[config.mk]
export PLATFORM = sky130hd
export DESIGN_NAME = ahb_bus_matrix_decoder_param
export DESIGN_NICKNAME = d
export VERILOG_FILES = /design/src/rtl/ahb_bus_matrix_decoder_param.sv
export SDC_FILE = /design/constraint.sdc
export NUM_CORES = 1
export LEC_CHECK = 0
export CORE_AREA = 3 3 93 95
export CTS_CLUSTER_DIAMETER = 120
export CTS_CLUSTER_SIZE = 24
export DETAILED_ROUTE_END_ITERATION = 8
export DIE_AREA = 0 0 96 98
export DONT_BUFFER_PORTS = 1
export PLACE_DENSITY = 0.46
export SLEW_MARGIN = 20
export SYNTH_ARGS = -nofsm -noshare
export SYNTH_HDL_FRONTEND = slang
export SYNTH_SLANG_ARGS = --single-unit
[constraint.sdc]
create_clock -name HCLK -period 2.1 [get_ports HCLK]
set_clock_uncertainty 0.15 [all_clocks]
set_input_delay 0.315 -clock HCLK [delete_from_list [all_inputs] [get_ports HCLK]]
set_output_delay 0.315 -clock HCLK [all_outputs]
set_load 0.1 [all_outputs]
[src/rtl/ahb_bus_matrix_decoder_param.sv]
// AHB bus-matrix output-stage decoder.
// Decodes HADDR[31:10] into a one-hot per-port HSEL, remembers the data-phase
// port, muxes that port's response back to the input stage, and provides an
// internal default slave (OKAY for IDLE/BUSY, two-cycle ERROR otherwise) for
// unmapped addresses, with a saturating count of decode errors.
// Region parameters pack one 22-bit value per port, port 0 in the LSBs; the
// defaults map port 0 to 0x000..0x07f and port 1 to 0x080..0x0ff.
module ahb_bus_matrix_decoder_param #(
    parameter int unsigned               NUM_PORTS    = 2,
    parameter int unsigned               DW           = 32,
    parameter int unsigned               UW           = 32,
    parameter logic [22*NUM_PORTS-1:0]   REGION_BASE  = {22'h000080, 22'h000000},
    parameter logic [22*NUM_PORTS-1:0]   REGION_LIMIT = {22'h0000ff, 22'h00007f}
) (
    input  logic                    HCLK,
    input  logic                    HRESET,
    input  logic                    HREADYS,
    input  logic                    sel_dec,
    input  logic [21:0]             decode_addr_dec,
    input  logic [1:0]              trans_dec,
    input  logic [NUM_PORTS-1:0]    active_dec_i,
    input  logic [NUM_PORTS-1:0]    readyout_dec_i,
    input  logic [2*NUM_PORTS-1:0]  resp_dec_i,
    input  logic [DW*NUM_PORTS-1:0] rdata_dec_i,
    input  logic [UW*NUM_PORTS-1:0] ruser_dec_i,
    input  logic                    err_clr,
    output logic [NUM_PORTS-1:0]    sel_dec_o,
    output logic                    active_dec,
    output logic                    HREADYOUTS,
    output logic [1:0]              HRESPS,
    output logic [DW-1:0]           HRDATAS,
    output logic [UW-1:0]           HRUSERS,
    output logic [7:0]              err_count
);

    // Port index width covers 0..NUM_PORTS; index NUM_PORTS is the default slave.
    localparam int unsigned   PW  = $clog2(NUM_PORTS + 1);
    localparam logic [PW-1:0] DFT = PW'(NUM_PORTS);

    typedef enum logic [1:0] {
        DS_OK   = 2'b00,
        DS_ERR1 = 2'b01,
        DS_ERR2 = 2'b10
    } ds_state_e;

    logic [PW-1:0] addr_port;
    logic          region_hit;
    logic          sel_dft;
    logic [PW-1:0] data_port_q, data_port_d;
    ds_state_e     ds_q, ds_d;
    logic          dft_ready;
    logic [1:0]    dft_resp;
    logic [7:0]    err_count_q, err_count_d;

    // Address-phase decode: IDLE keeps the current data-phase port, otherwise lowest matching region wins.
    always_comb begin
        addr_port  = DFT;
        region_hit = 1'b0;
        if (trans_dec == 2'b00 && data_port_q != DFT) begin
            addr_port = data_port_q;
        end else begin
            for (int unsigned p = 0; p < NUM_PORTS; p++) begin
                if (!region_hit &&
                    decode_addr_dec >= REGION_BASE[22*p +: 22] &&
                    decode_addr_dec <= REGION_LIMIT[22*p +: 22]) begin
                    addr_port  = PW'(p);
                    region_hit = 1'b1;
                end
            end
        end
    end

    // Per-port selects and the active flag of the addressed port.
    always_comb begin
        sel_dec_o  = '0;
        active_dec = 1'b1;
        sel_dft    = sel_dec && (addr_port == DFT);
        for (int unsigned p = 0; p < NUM_PORTS; p++) begin
            sel_dec_o[p] = sel_dec && (addr_port == PW'(p));
            if (addr_port == PW'(p)) begin
                active_dec = active_dec_i[p];
            end
        end
    end

    // Data-phase port advances only when the bus is ready.
    always_comb begin
        data_port_d = HREADYS ? addr_port : data_port_q;
    end

    // Default-slave next state and its response outputs.
    always_comb begin
        ds_d      = DS_OK;
        dft_ready = 1'b1;
        dft_resp  = 2'b00;
        case (ds_q)
            DS_OK, DS_ERR2: begin
                if (sel_dft && HREADYS && trans_dec[1]) begin
                    ds_d = DS_ERR1;
                end
                if (ds_q == DS_ERR2) begin
                    dft_resp = 2'b01;
                end
            end
            DS_ERR1: begin
                ds_d      = DS_ERR2;
                dft_ready = 1'b0;
                dft_resp  = 2'b01;
            end
            default: ds_d = DS_OK;
        endcase
    end

    // Error counter: clear wins over a simultaneous increment; increments saturate.
    always_comb begin
        err_count_d = err_count_q;
        if (err_clr) begin
            err_count_d = '0;
        end else if (ds_d == DS_ERR1 && ds_q != DS_ERR1 && err_count_q != 8'hFF) begin
            err_count_d = err_count_q + 8'd1;
        end
    end

    // State registers with synchronous reset.
    always_ff @(posedge HCLK) begin
        if (HRESET) begin
            data_port_q <= '0;
            ds_q        <= DS_OK;
            err_count_q <= '0;
        end else begin
            data_port_q <= data_port_d;
            ds_q        <= ds_d;
            err_count_q <= err_count_d;
        end
    end

    // Zero-latency response mux by data-phase port; the default slave returns zero data.
    always_comb begin
        HREADYOUTS = dft_ready;
        HRESPS     = dft_resp;
        HRDATAS    = '0;
        HRUSERS    = '0;
        for (int unsigned p = 0; p < NUM_PORTS; p++) begin
            if (data_port_q == PW'(p)) begin
                HREADYOUTS = readyout_dec_i[p];
                HRESPS     = resp_dec_i[2*p +: 2];
                HRDATAS    = rdata_dec_i[DW*p +: DW];
                HRUSERS    = ruser_dec_i[UW*p +: UW];
            end
        end
    end

    assign err_count = err_count_q;

endmodule
# After elaboration in Yosys (flattened, before gate mapping)

Index checks and enable logic that the tools add are counted.

Add/sub/neg operators: 1
Order comparisons: 4
Equal/unequal tests: 9
Mux-type cells: 20
Reductions and logical operators: 18

Operator list:

| operator                                                               | number |
|---|---|
| 32-bit two-way mux                                                     | 4 |
| 22-bit by 1-bit >= comparator with 1-bit output, second input constant | 1 |
| 22-bit by 8-bit >= comparator with 1-bit output, second input constant | 1 |
| 22-bit by 7-bit <= comparator with 1-bit output, second input constant | 1 |
| 22-bit by 8-bit <= comparator with 1-bit output, second input constant | 1 |
| 1-bit logical AND                                                      | 11 |
| 2-bit two-way mux                                                      | 5 |
| 1-bit two-way mux                                                      | 9 |
| 8-bit by 1-bit adder with 8-bit output, second input constant          | 1 |
| 2-bit by 1-bit equality test with 1-bit output, second input constant  | 4 |
| 2-bit zero test                                                        | 4 |
| 8-bit != test, second input constant                                   | 1 |
| 2-bit equality test, second input constant                             | 2 |
| 2-bit case mux with 2 select lines                                     | 1 |
| 2-bit OR reduction                                                     | 2 |
| 2-bit by 1-bit != test with 1-bit output, second input constant        | 1 |
| 2-bit != test, second input constant                                   | 1 |
| 1-bit case mux with 2 select lines                                     | 1 |
| 1-bit zero test                                                        | 1 |

Register bits after elaboration: 12
Output and inout bits: 78
Word-level logic and storage cells: 55

# Depth between registers and ports, before layout

Word-level depth: 18
Mapped depth: 7
Depth with buffers taken out: 7

# Least setup slack after synthesis

OpenSTA, ideal clock, no wires.

Path type: flip-flop to output port
Start: reg data_port_q[0]
End: out HRESPS[0]
Data arrival time: 3.017 ns
Data required time: 1.635 ns
Setup slack: -1.382 ns
Cell stages (with the launch flop): 5
Buffers on the path: 2
Cells stage by stage: dfxtp_1 clkbuf_1 buf_2 mux2i_1 o21ai_0

Longest elaborated chain between the ends: 3

RTL lines:

| element                  | RTL line | source |
|---|---|---|
| start: declaration       | 49       | `logic [PW-1:0] data_port_q, data_port_d;` |
| start signal: assignment | 131      | `data_port_q <= data_port_d;` |
| 2-bit zero test          | 144      | `if (data_port_q == PW'(p)) begin` |
| 2-bit two-way mux        | 144      |  |
| 2-bit two-way mux *      | 144      |  |
| end: declaration         | 30       | `output logic [1:0] HRESPS,` |

Mark *: on every way between the ends. The rest lies on a longest branch, timed or not.

# Final worst setup path

Start: reg ds_q[0]
End: reg err_count_q[6] (netlist: err_count[6])

Longest elaborated chain between the ends: 6

RTL lines:

| element                                                | RTL line | source |
|---|---|---|
| start: declaration                                     | 50       | `ds_state_e ds_q, ds_d;` |
| start signal: assignment                               | 132      | `ds_q <= ds_d;` |
| 2-bit equality test or 2-bit zero test (tied branches) | 96       | `case (ds_q)` |
| 2-bit OR reduction                                     | 96       |  |
| 2-bit case mux with 2 select lines                     | 96       |  |
| 2-bit by 1-bit equality test with 1-bit output         | 119      | `end else if (ds_d == DS_ERR1 && ds_q != DS_ERR1 && err_count_q != 8'hFF) begin` |
| 1-bit logical AND * (2 in series)                      | 119      |  |
| end signal: assignment                                 | 133      | `err_count_q <= err_count_d;` |
| end: declaration                                       | 53       | `logic [7:0] err_count_q, err_count_d;` |

Marked as above.
A chain may end at the register's enable or synchronous reset.

==> impl_metrics.sql <==
INSERT INTO impl_metrics (metric_group, metric, value, unit) VALUES
('timing', 'final-hold-violation-count', '1', ''),
('floorplanning', 'die_width', '96', 'um'),
('yosys', 'synth_warnings', '0', ''),
('yosys', 'synth-edff-count', '0', ''),
('status', 'run_status', 'finished with violations', ''),
('routing', 'wl_met2', '4330', 'um'),
('power', 'sw_frac_of_total', '55.7', '%'),
('timing', 'final.setup.worst_slack', '-0.0328', 'ns'),
('yosys', 'post_synth_num_cell_types', '35', ''),
('global_routing', 'antenna_violations_before_repair', '0', ''),
('power', 'irDropWorstVdd', '0.243', 'mV'),
('floorplanning', 'num_io_pins', '243', ''),
('routing', 'firstDrtPassIters', '4', ''),
('placement', 'routabilityCongestion', '0.781', ''),
('placement', 'port_buffers', '0', ''),
('timing', 'finalMaxSlewViolations', '0', ''),
('clocking', 'tritoncts.num_buffers', '3', ''),
('routing', 'dr.first_iter.drc_count', '75', ''),
('floorplanning', 'initial_core_utilization', '22.6', '%'),
('worst_setup_path', 'worst-path-max-fanout', '6', ''),
('yosys', 'synth_cells', '245', ''),
('routing', 'viasPerCell', '5.13', ''),
('cells_and_area', 'postLayoutCoreUtil', '54.0', '%'),
('yosys', 'post_synthesis_net_count', '416', ''),
('yosys', 'syn-cell-area', '0.00177', 'mm^2'),
('routing', 'met3WireLength', '791', 'um'),
('worst_setup_path', 'arrival', '2.11', 'ns'),
('routing', 'met1Wirelength', '2730', 'um'),
('clocking', 'clock_insertion_delay_worst_skew', '0.24', 'ns'),
('routing', 'vias', '2187', ''),
('cells_and_area', 'num-fill-cells', '678', ''),
('worst_hold_path', 'holdCritStartpoint', 'HRESET', ''),
('floorplanning', 'rows', '32', ''),
('placement', 'dpl.hpwl', '6700', 'um'),
('worst_setup_path', 'worstReg2RegStart', 'ds_q[0]$_SDFF_PP0_', ''),
('yosys', 'ys_seq_elements', '12', ''),
('worst_setup_path', 'worstSetupStartpointType', 'register', ''),
('timing', 'timing.slew.headroom', '62.4', '%'),
('job', 'maxCapViolCount', '0', ''),
('routing', 'post-route-drc-count', '0', ''),
('worst_setup_path', 'timing.reg2reg.setup_slack', '-0.03', 'ns'),
('global_routing', 'grt_max_degree', '48', ''),
('cells_and_area', 'layout-drive-gt1-share', '63.6', '%'),
('cells_and_area', 'num_antenna_cells', '0', ''),
('timing', 'worstMarginPinSlew', '0.564', 'ns'),
('yosys', 'syn_area_per_cell', '7.22', 'um^2'),
('clocking', 'cts-htree-levels', '1', ''),
('clocking', 'tritoncts', 'done', ''),
('clocking', 'cts_root_buffer', 'sky130_fd_sc_hd__clkbuf_8', ''),
('clocking', 'cts_sinks', '12', ''),
('global_routing', 'global_route.usage.total', '14.9', '%'),
('worst_setup_path', 'rr_worst_depth', '6', ''),
('yosys', 'synth_flop_cell', 'sky130_fd_sc_hd__dfxtp_1', ''),
('clocking', 'cts.path.max_buffers', '2', ''),
('power', 'seq_power_share', '11.2', '%'),
('global_routing', 'gr-total-overflow', '0', ''),
('timing', 'setup_viol_count_final', '5', ''),
('cells_and_area', 'finalNetCount', '496', ''),
('power', 'pwr-share-comb', '76.5', '%'),
('power', 'p_int', '0.932', 'mW'),
('status', 'violations', 'negative hold slack, negative setup slack', ''),
('routing', 'totalWireLength', '7970', 'um'),
('worst_hold_path', 'min-delay-path-class', 'in -> reg', ''),
('floorplanning', 'chipHeight', '98', 'um'),
('power', 'total_power', '2.10', 'mW'),
('worst_setup_path', 'reg2reg_to', 'err_count[6]$_SDFFE_PP0P_', ''),
('worst_setup_path', 'timing_worst_setup_path_type', 'reg -> reg', ''),
('timing', 'hold_ws', '-0.000402', 'ns'),
('timing', 'min_period', '2.13', 'ns'),
('routing', 'postRouteAntennaNets', '0', ''),
('timing', 'max_clock_freq', '469', 'MHz');
[synthesized netlist by cell type (all sizes together), types with 4 or more instances]
library cell / count / area share, %
a21oi: 6 / 1.7
nand4: 5 / 1.8
o21ai: 4 / 1.1
ha: 6 / 4.2
nor2: 74 / 16
inv: 5 / 1.1
buf: 5 / 1.3
mux2i: 69 / 39
nor3: 5 / 1.7
dfxtp: 12 / 14
nand2: 11 / 2.3
clkbuf: 13 / 2.8
[cell type report]
class,instances,area [um^2],area share (%)
clock buffer,4,55.1,1.31
inverter,5,18.8,0.445
multi-input combinational,210,2120,50.3
sequential,12,259,6.14
tap,102,128,3.03
timing repair buffer,93,1640,38.8
[stage by stage]
| stage | instance area [um^2] | setup TNS (ns) | setup WS (ns) | cells |
|---|---|---|---|---|
| 6_report | 4220 | -0.0887 | -0.0328 | 426 |
| 5_1_grt | 4220 | -0.569 | -0.120 | 426 |
| 4_1_cts | 4040 | -0.363 | -0.0292 | 421 |
| 3_5_place_dp | 3890 | -0.287 | -0.0535 | 414 |
| 3_3_place_gp | 3890 | 0 | 0.0276 | 414 |
| 2_1_floorplan | 2320 | -2.49 | -0.0816 | 245 |
[power groups by stage]
stage | Combinational (mW) | Sequential (mW) | Clock (mW)
global route | 1.66 | 0.235 | 0.267
detailed placement | 1.59 | 0.240 | 0
floorplan | 1.07 | 0.241 | 0
finish | 1.61 | 0.235 | 0.260
CTS | 1.61 | 0.235 | 0.260
global placement | 1.59 | 0.239 | 0
[what timing repair did]
action,4_1_cts,5_1_grt
setup buffers,0,2
hold endpoints to repair,4,1
pin swaps,3,4
gates cloned,0,1
endpoints found under the setup margin,26,71
hold buffers,3,2
resized for setup,18,25
[kinds of logic after synthesis]
family | after synthesis | share of synthesized area [%]
flops | 12 | 13.6
buf+inv | 23 | 5.10
xor+xnor | 2 | 0.991
mux | 69 | 39.1
fa+ha+maj | 6 | 4.25
compound gates | 22 | 9.41
simple gates | 111 | 27.6
[cell usage in the layout (no fill, tap or decap), types with 4 or more instances in the layout]
master and count:
sky130_fd_sc_hd__buf_12 70, sky130_fd_sc_hd__mux2i_2 23, sky130_fd_sc_hd__dfxtp_2 6, sky130_fd_sc_hd__clkbuf_8 4
sky130_fd_sc_hd__buf_4 14, sky130_fd_sc_hd__inv_1 5, sky130_fd_sc_hd__nor2_4 65, sky130_fd_sc_hd__dlygate4sd3_1 5
sky130_fd_sc_hd__nand2_1 10, sky130_fd_sc_hd__a21oi_1 5, sky130_fd_sc_hd__mux2i_1 45, sky130_fd_sc_hd__nor2_1 9
sky130_fd_sc_hd__ha_1 5, sky130_fd_sc_hd__nand4_1 5
[per-layer routing]
metal,GRT usage (%),up-vias
li1,-,1023
met1,16.1,1001
met2,28.0,153
met3,4.39,10
met4,2.63,0
met5,0,-
[worst max-delay path, cell delays in order (launching register included)]
cell,delay (ns)
sky130_fd_sc_hd__dfxtp_4,0.36
sky130_fd_sc_hd__ha_4,0.15
sky130_fd_sc_hd__nand4b_1,0.18
sky130_fd_sc_hd__or4_4,0.54
sky130_fd_sc_hd__a211oi_4,0.32
sky130_fd_sc_hd__nand4_1,0.17
sky130_fd_sc_hd__mux2i_1,0.15
[registers in the layout (all words and copies together), names as in the netlist]
signal,cells
data_port_q,2
ds_q,2
err_count,8
[worst max path at each step]
stage                                      to  depth (start not counted)                         from  slack, ns
detailed placement  err_count[4]$_SDFFE_PP0P_                          6           ds_q[0]$_SDFF_PP0_      -0.05
floorplan                         HRDATAS[10]                          4  data_port_q[0]$_SDFFE_PP0P_      -0.08
finish              err_count[6]$_SDFFE_PP0P_                          6           ds_q[0]$_SDFF_PP0_      -0.03
CTS                 err_count[5]$_SDFFE_PP0P_                          7           ds_q[0]$_SDFF_PP0_      -0.03
global route        err_count[4]$_SDFFE_PP0P_                          6           ds_q[0]$_SDFF_PP0_      -0.12
global placement    err_count[1]$_SDFFE_PP0P_                          7           ds_q[0]$_SDFF_PP0_       0.03
No activity file was read; power rests on OpenSTA's default activity.
